$ cat config.mk
export PLATFORM = sky130hd
export DESIGN_NAME = outr_uart_tx_flat
export DESIGN_NICKNAME = d
export VERILOG_FILES = /design/src/rtl/outr_uart_tx_pkg.sv /design/src/rtl/outr_uart_tx_if.sv /design/src/rtl/outr_uart_tx_baud_tick.sv /design/src/rtl/outr_uart_tx.sv /design/src/flat_wrapper.sv
export SDC_FILE = /design/constraint.sdc
export NUM_CORES = 1
export LEC_CHECK = 0
export BUFFER_PORTS_ARGS = -buffer_cell sky130_fd_sc_hd__buf_2
export CAP_MARGIN = 0
export CELL_PAD_IN_SITES_DETAIL_PLACEMENT = 2
export CELL_PAD_IN_SITES_GLOBAL_PLACEMENT = 2
export CORE_UTILIZATION = 40
export DETAILED_ROUTE_END_ITERATION = 8
export GPL_ROUTABILITY_DRIVEN = 0
export HOLD_SLACK_MARGIN = 0.03
export PLACE_DENSITY_LB_ADDON = 0.1
export REMOVE_ABC_BUFFERS = 1
export SKIP_CTS_REPAIR_TIMING = 1
export SLEW_MARGIN = 20
export SYNTH_ARGS = -nofsm -noshare
export SYNTH_HDL_FRONTEND = slang
export SYNTH_SLANG_ARGS = --single-unit
$ cat constraint.sdc
create_clock -name clk -period 4.1 [get_ports clk]
set_input_delay 0.82 -clock clk [delete_from_list [all_inputs] [get_ports clk]]
set_output_delay 0.82 -clock clk [all_outputs]
set_load 0.02 [all_outputs]
$ cat src/rtl/outr_uart_tx_pkg.sv
// Shared definitions for the OUTR serial transmitter: FSM encoding and frame geometry.
package outr_uart_tx_pkg;

    typedef logic [1:0] state_t;

    localparam logic [1:0] ST_IDLE  = 2'd0;
    localparam logic [1:0] ST_START = 2'd1;
    localparam logic [1:0] ST_DATA  = 2'd2;
    localparam logic [1:0] ST_STOP  = 2'd3;

    localparam int DATA_BITS      = 8;
    localparam int BYTES_PER_WORD = 2;
    localparam int BITS_PER_FRAME = 1 + DATA_BITS + 1;

    // Clock cycles needed to shift out one full 16-bit word.
    function automatic int word_cycles(input int clk_div);
        return BITS_PER_FRAME * BYTES_PER_WORD * clk_div;
    endfunction

endpackage

$ cat src/rtl/outr_uart_tx_if.sv
// CPU-side handshake and status bundle of the OUTR serial transmitter.
interface outr_uart_tx_if;

    logic        ld_outr;
    logic [15:0] outr;
    logic        ien;
    logic        clr_ovr;
    logic        tx;
    logic        fgo;
    logic        irq;
    logic        ovr;

    modport master (
        output ld_outr, outr, ien, clr_ovr,
        input  tx, fgo, irq, ovr
    );

    modport slave (
        input  ld_outr, outr, ien, clr_ovr,
        output tx, fgo, irq, ovr
    );

endinterface

$ cat src/rtl/outr_uart_tx_baud_tick.sv
// Bit-period timer: a CLK_DIV down-counter emitting one pulse per serial bit boundary.
module baud_tick #(
    parameter int CLK_DIV = 16
) (
    input  logic clk,
    input  logic reset,
    input  logic load,
    input  logic run,
    output logic tick
);

    localparam logic [15:0] RELOAD = 16'(CLK_DIV - 1);

    logic [15:0] cnt;

    // load restarts the period on acceptance; run keeps it reloading at every boundary.
    always_ff @(posedge clk or negedge reset) begin
        if (!reset) begin
            cnt <= '0;
        end else if (load) begin
            cnt <= RELOAD;
        end else if (run) begin
            cnt <= (cnt == 16'd0) ? RELOAD : cnt - 16'd1;
        end
    end

    assign tick = run && (cnt == 16'd0);

endmodule

$ cat src/rtl/outr_uart_tx.sv
// OUTR transmitter: sends a 16-bit word as two back-to-back 8N1 frames, low byte first.
module outr_uart_tx
    import outr_uart_tx_pkg::*;
#(
    parameter int CLK_DIV = 16
) (
    input  logic          clk,
    input  logic          reset,
    outr_uart_tx_if.slave bus
);

    localparam logic [2:0] LAST_BIT  = 3'(DATA_BITS - 1);
    localparam logic       LAST_BYTE = 1'(BYTES_PER_WORD - 1);

    state_t      state;
    logic [15:0] hold;
    logic [2:0]  bit_idx;
    logic        byte_sel;
    logic        tx_q;
    logic        ovr_q;
    logic        fgo;
    logic        accept;
    logic        tick;
    logic [7:0]  cur_byte;
    logic [2:0]  next_idx;

    assign fgo      = (state == ST_IDLE);
    assign accept   = bus.ld_outr && fgo;
    assign cur_byte = byte_sel ? hold[15:8] : hold[7:0];
    assign next_idx = bit_idx + 3'd1;

    baud_tick #(.CLK_DIV(CLK_DIV)) u_baud (
        .clk   (clk),
        .reset (reset),
        .load  (accept),
        .run   (!fgo),
        .tick  (tick)
    );

    // tx is updated one edge ahead of each bit so the line itself stays a clean flop output.
    always_ff @(posedge clk or negedge reset) begin
        if (!reset) begin
            state    <= ST_IDLE;
            hold     <= '0;
            bit_idx  <= '0;
            byte_sel <= 1'b0;
            tx_q     <= 1'b1;
        end else begin
            case (state)
                ST_IDLE: begin
                    if (accept) begin
                        hold     <= bus.outr;
                        bit_idx  <= '0;
                        byte_sel <= 1'b0;
                        tx_q     <= 1'b0;
                        state    <= ST_START;
                    end
                end
                ST_START: begin
                    if (tick) begin
                        bit_idx <= '0;
                        tx_q    <= cur_byte[0];
                        state   <= ST_DATA;
                    end
                end
                ST_DATA: begin
                    if (tick) begin
                        if (bit_idx == LAST_BIT) begin
                            tx_q  <= 1'b1;
                            state <= ST_STOP;
                        end else begin
                            bit_idx <= next_idx;
                            tx_q    <= cur_byte[next_idx];
                        end
                    end
                end
                ST_STOP: begin
                    if (tick) begin
                        if (byte_sel == LAST_BYTE) begin
                            tx_q  <= 1'b1;
                            state <= ST_IDLE;
                        end else begin
                            byte_sel <= 1'b1;
                            tx_q     <= 1'b0;
                            state    <= ST_START;
                        end
                    end
                end
                default: begin
                    tx_q  <= 1'b1;
                    state <= ST_IDLE;
                end
            endcase
        end
    end

    // An overrunning load takes priority over a simultaneous clear.
    always_ff @(posedge clk or negedge reset) begin
        if (!reset) begin
            ovr_q <= 1'b0;
        end else if (bus.ld_outr && !fgo) begin
            ovr_q <= 1'b1;
        end else if (bus.clr_ovr) begin
            ovr_q <= 1'b0;
        end
    end

    assign bus.tx  = tx_q;
    assign bus.fgo = fgo;
    assign bus.irq = bus.ien && fgo;
    assign bus.ovr = ovr_q;

endmodule

$ cat src/flat_wrapper.sv
// flat-port wrapper written by rule: the top's interface ports become plain ports
module outr_uart_tx_flat import outr_uart_tx_pkg::*;
#(
    parameter int CLK_DIV = 16
)
  (clk, reset, bus_ld_outr, bus_outr, bus_ien, bus_clr_ovr, bus_tx, bus_fgo, bus_irq, bus_ovr);
  outr_uart_tx_if bus_i ();
  input  logic clk;
  input  logic reset;
  input wire logic [$bits(bus_i.ld_outr)-1:0] bus_ld_outr;
  input wire logic [$bits(bus_i.outr)-1:0] bus_outr;
  input wire logic [$bits(bus_i.ien)-1:0] bus_ien;
  input wire logic [$bits(bus_i.clr_ovr)-1:0] bus_clr_ovr;
  output wire logic [$bits(bus_i.tx)-1:0] bus_tx;
  output wire logic [$bits(bus_i.fgo)-1:0] bus_fgo;
  output wire logic [$bits(bus_i.irq)-1:0] bus_irq;
  output wire logic [$bits(bus_i.ovr)-1:0] bus_ovr;
  assign bus_i.ld_outr = bus_ld_outr;
  assign bus_i.outr = bus_outr;
  assign bus_i.ien = bus_ien;
  assign bus_i.clr_ovr = bus_clr_ovr;
  assign bus_tx = bus_i.tx;
  assign bus_fgo = bus_i.fgo;
  assign bus_irq = bus_i.irq;
  assign bus_ovr = bus_i.ovr;
  outr_uart_tx #(.CLK_DIV(CLK_DIV)) u_core (.clk(clk), .reset(reset), .bus(bus_i));
endmodule
Word level (Yosys, flattened, before mapping)
Cells that the tools add are included.
{"block": "totals", "reg_bits": 40, "in_bits": 21, "out_inout_bits": 4, "word_cells": 64}
{"block": "classes", "reduce_logical": 15, "n_lt_le_gt_ge": 1, "n_addsub": 2, "muxes": 29, "eq_ne": 10}
{"operator": "two-way mux 16 bit", "count": 3}
{"operator": "logical NOT 16 bit", "count": 1}
{"operator": "subtractor 16 x 1 -> 16 bit, second input constant", "count": 1}
{"operator": "two-way mux 3 bit", "count": 4}
{"operator": "two-way mux 1 bit", "count": 11}
{"operator": "two-way mux 2 bit", "count": 5}
{"operator": "AND reduction 5 bit", "count": 2}
{"operator": "one-hot mux 3 bit (3 select lines)", "count": 1}
{"operator": "two-way mux 8 bit", "count": 1}
{"operator": "inequality test 2 x 1 -> 1 bit, second input constant", "count": 4}
{"operator": "one-hot mux 2 bit (4 select lines)", "count": 1}
{"operator": "== test 2 bit, second input constant", "count": 2}
{"operator": "logical AND 1 bit", "count": 4}
{"operator": "less-than comparator 3 x 4 -> 1 bit, second input constant", "count": 1}
{"operator": "inequality test 2 bit, second input constant", "count": 2}
{"operator": "one-hot mux 1 bit (4 select lines)", "count": 1}
{"operator": "AND reduction 4 bit", "count": 1}
{"operator": "nonzero test 2 bit", "count": 2}
{"operator": "adder 3 x 1 -> 3 bit, second input constant", "count": 1}
{"operator": "binary-select mux 1 bit (select 3 bit)", "count": 1}
{"operator": "== test 3 bit, second input constant", "count": 1}
{"operator": "AND reduction 3 bit", "count": 1}
{"operator": "nonzero test 3 bit", "count": 1}
{"operator": "== test 2 x 1 -> 1 bit, second input constant", "count": 1}
{"operator": "4 further kinds", "count": 4}

Longest topological paths before layout
{"block": "depth", "depth_word": 6, "mapped_depth": 8, "mapped_depth_nobuf": 7}

Hierarchy
A second synthesis with hierarchy kept.
{"block": "hier_totals", "hier_cells": 196, "area_unflattened_um2": 2182.1}
{"mod": "outr_uart_tx", "cells_each": 104, "area_per_inst_um2": 1313.8, "seq_area_each_um2": 601.8, "instances": 1}
{"mod": "baud_tick", "cells_each": 92, "area_per_inst_um2": 868.3, "seq_area_each_um2": 400.4, "instances": 1}

Worst setup path before layout
OpenSTA, ideal clock, no wires.
{"block": "synth_timing", "path_type": "register -> register", "startpoint": "reg u_core.u_baud.cnt[2]", "endpoint": "reg u_core.u_baud.cnt[9]", "path_slack_ns": 1.839, "arrival_ns": 2.182, "setup_time_ns": 0.079, "synth_period_minus_slack_ns": 2.261, "stages_incl_launch_ff": 8, "path_buffers": 2, "path_cell_list": "dfrtp_1 or3_1 buf_2 or4_1 buf_2 or4_4 a211o_1 mux2i_1"}
{"block": "synth_via", "elab_chain_cells": 4, "elab_cells_between_ends": 5, "cone_classes": "add/sub: 1; mux: 3; reduce/logical: 1"}
{"item": "start, declared", "line": "outr_uart_tx_baud_tick.sv:14", "rtl": "logic [15:0] cnt;"}
{"item": "start signal, assigned", "line": "outr_uart_tx_baud_tick.sv:23", "rtl": "cnt <= (cnt == 16'd0) ? RELOAD : cnt - 16'd1;"}
{"item": "subtractor 16 x 1 -> 16 bit or logical NOT 16 bit (tied branches)", "line": "outr_uart_tx_baud_tick.sv:23"}
{"item": "two-way mux 16 bit *", "line": "outr_uart_tx_baud_tick.sv:23"}
{"item": "two-way mux 16 bit *", "line": "outr_uart_tx_baud_tick.sv:22", "rtl": "end else if (run) begin"}
{"item": "two-way mux 16 bit *", "line": "outr_uart_tx_baud_tick.sv:20", "rtl": "end else if (load) begin"}
Every way passes the cells marked *; elsewhere a longest branch is shown, timed or not. The select of a mux whose other input is x is not followed.
A chain may end at the register's enable or synchronous reset.

Final worst setup path
{"block": "layout_timing", "startpoint": "reg u_core.state[1]", "endpoint": "out bus_irq"}
{"block": "layout_via", "elab_chain_cells": 2}
{"item": "start, declared", "line": "outr_uart_tx.sv:15", "rtl": "state_t state;"}
{"item": "start signal, assigned", "line": "outr_uart_tx.sv:43", "rtl": "state <= ST_IDLE;"}
{"item": "start signal, assigned", "line": "outr_uart_tx.sv:56", "rtl": "state <= ST_START;"}
{"item": "start signal, assigned", "line": "outr_uart_tx.sv:63", "rtl": "state <= ST_DATA;"}
{"item": "logical NOT 2 bit", "line": "outr_uart_tx.sv:27", "rtl": "assign fgo = (state == ST_IDLE);"}
{"item": "logical AND 1 bit", "line": "outr_uart_tx.sv:110", "rtl": "assign bus.irq = bus.ien && fgo;"}
{"item": "end, declared", "line": "flat_wrapper.sv:16", "rtl": "output wire logic [$bits(bus_i.irq)-1:0] bus_irq;"}
Every way passes these cells.

==> summary.txt <==
Routing
  – Vias per inst: between 5 and 6
  – Starting DRC count in detailed routing: 64
  – Post-route DRC violation count: 0
  – Routed WL: 5780 um
  – WL/cell: 18.9 um
  – TritonRoute pass-1 iters: 4
  – DRT antenna net count: 0
  – Via count: 1,746

Final layout
  – Number of antenna diodes: 0
  – Area growth syn-to-layout: 12.2%
  – Share of layout cells above drive strength 1: 24.6%
  – Multi-input gate area: ~1100 um2
  – Storage cell area: 1000 um2
  – FILL cells: 562
  – Nets: 264

Global routing
  – Antenna violations before repair: 0
  – Total gr overflow: 0
  – Global-route wire length before repair: approximately 9800 um
  – Largest net degree at the start of global routing: 41
  – Vias in the first global route: approximately 2,000
  – Total Routing Usage GR: 22.0%

Clocking
  – H-tree levels: 2
  – Clock sinks: 40
  – Clk_lat worst skew: 0.29 ns
  – Max clock buf depth: 2
  – CTS tree: yes
  – Clock root buffer: clkbuf_8
  – CTS buffer count: 5
  – Clock-pin slew on the worst setup and hold paths: 0.08 ns

Worst setup path
  – Stages on the worst setup path: 4
  – Reg2reg end: u_core.bit_idx[0]$_DFFE_PN0P_
  – Slowest cell on crit path: ha_1
  – Critical path peak fanout: 16
  – CP bufs+invs: 2
  – Worst Path Arrival: roughly 1.8 ns
  – Crit path largest cell delay: around 0.56 ns
  – Crit start category: flop
  – Setup CP Type: reg -> out
  – CP Cell Sequence: inv_1 > ha_1 > and2_1 > buf_2
  – Delay-heaviest family, CP: adder cells
  – CP Capture Type: output port
  – RR Startpoint: u_core.u_baud.cnt[8]$_DFFE_PN0P_
  – R2R setup slack: 1.55 ns
  – R2R depth: 5
  – Crit path required time: 3.28 ns

STA
  – RSZ-0062 raised after global routing: false
  – Slew Viols, Final: 0
  – Worst Setup Slack, final: 1.50 ns
  – Setup TNS: 0 ns
  – Setup Skew: 0.00592 ns
  – Period utilisation layout: a little under two thirds
  – Worst slew pin tran: approximately 0.93 ns
  – Fmax: 0.384 GHz
  – Max_slew headroom: 37.9%
  – Fin. Hold Viols: 0
  – Post-layout min period: 2.60 ns
  – Final setup fails: 0

Place
  – Place WS: about 1.6 ns
  – Port-buffer cells: 24
  – HPWL Detailed: 4280 um

Worst hold path
  – Worst Hold Depth: 1
  – Hold Crit Start: u_core.u_baud.cnt[4]$_DFFE_PN0P_
  – Hold EP: u_core.u_baud.cnt[4]$_DFFE_PN0P_
  – HP Class: reg -> reg

Synth
  – Register bit total from synthesis: 40
  – Synth unique cells: 43
  – Post-Synthesis Cells: 213
  – Area leader, netlist: dfrtp_1
  – Synth top area share: 44.6%
  – Syn avg cell area: 10.3 um2
  – Number of synthesis warnings: 0
  – Post-Syn Area: about 2200 um2
  – Top cells by area, synth: dfrtp_1, mux2_2, ha_1
  – Fraction of registers with async set/reset: 100%
  – Seq/Total Area, Yosys: 45.8%
  – Post-synth EDFFs: 0
  – Top_reg_cell synth: dfrtp_1

Floorplanning
  – CORE AREA: 5200 um2
  – Die H: 76.0 um
  – Floorplan row count: 26
  – Ports: 25
  – Die area: 5770 um2
  – Initial core utilization: 42.1%
  – Die width: 76.0 um

Outcome
  – Outcome: finished, final reports clean

Power
  – Leakage: about 1.1 nW
  – PD cells: approximately 700 nW/um2
  – Peak supply drop: a little under 0.0003 V

Run
  – Max-cap violation count: 0
==> cells in the final DEF, fill, tap and decap left out, types with 2 or more instances in the layout <==
cell      count
buf_4         2
o21ai_0       7
clkbuf_1      2
inv_1         8
ha_1          8
a31oi_1       7
mux2_2       19
buf_2        24
nand3_1       6
a211o_1       2
nand2_1      13
a22oi_1       2
nor3_1        7
nand2b_1      5
or4_1         2
nor4_1        2
nor2b_1       6
nor2_1       19
a21oi_1      17
nand4_1       3
dfrtp_1      39
o31ai_1       3
clkbuf_8      6
mux2i_1       5
mux4_2        3
==> cell usage after synthesis (5+ instances only) <==
library cell	instances
nand3_1	6
mux2_2	19
nand2_1	13
clkbuf_1	6
o21ai_0	7
dfrtp_1	39
a31oi_1	7
nor3_1	7
nand2b_1	5
ha_1	8
mux2i_1	5
a21oi_1	17
nor2_1	19
nor2b_1	6
inv_1	8
==> registers in the layout (all words and copies together) (netlist names) <==
register           flops
u_core.bus.tx          1
u_core.state           2
u_core.hold           16
u_core.byte_sel        1
u_core.u_baud.cnt     16
u_core.bit_idx         3
u_core.bus.ovr         1
==> per-layer routing <==
metal | track usage [%] | share of wire, %
met5 | 0 | 0
met1 | 24.0 | 40
met2 | 41.9 | 55
met4 | 8.65 | 2.8
met3 | 4.07 | 2.4
==> cell type report <==
type | count | area share (%)
Multi-Input combinational cell | 154 | 45.2
Clock buffer | 8 | 3.67
Sequential cell | 40 | 40.8
Timing Repair Buffer | 26 | 5.50
Tap cell | 70 | 3.57
Inverter | 8 | 1.22
==> where the power goes <==
part / internal (mW) / switching, mW
logic: 0.351 / 0.435
registers: 0.553 / 0.141
clock network: 0.137 / 0.135
==> logic make-up after synthesis <==
logic type	Yosys count	share of synthesized area, %
mux	27	15.1
xor+xnor	1	0.400
fa+ha+maj	8	4.57
simple gates	72	17.8
compound gates	46	12.9
flops	40	45.8
buf+inv	19	3.49
==> through the flow <==
stage               instances  total power, mW  area, um2  hold WS (ns)  util, %
finish                    306             1.75       2460         0.476     47.2
global route              306             1.89       2460         0.486     47.2
CTS                       306             1.78       2460         0.485     47.2
detailed placement        298             1.50       2370         0.475     45.5
global placement          298             1.41       2370         0.452     45.5
floorplan                 202             1.24       2140         0.444        -
==> worst max path at each step <==
| stage | startpoint | to |
|---|---|---|
| 6_report | u_core.state[1]$_DFFE_PN0P_ | bus_irq |
| 5_1_grt | u_core.u_baud.cnt[6]$_DFFE_PN0P_ | u_core.bit_idx[0]$_DFFE_PN0P_ |
| 4_1_cts | u_core.state[1]$_DFFE_PN0P_ | bus_irq |
| 3_5_place_dp | u_core.u_baud.cnt[8]$_DFFE_PN0P_ | u_core.bit_idx[0]$_DFFE_PN0P_ |
| 3_3_place_gp | u_core.u_baud.cnt[8]$_DFFE_PN0P_ | u_core.state[1]$_DFFE_PN0P_ |
| 2_1_floorplan | u_core.state[0]$_DFFE_PN0P_ | u_core.state[1]$_DFFE_PN0P_ |
No activity file was read; power rests on OpenSTA's default activity.
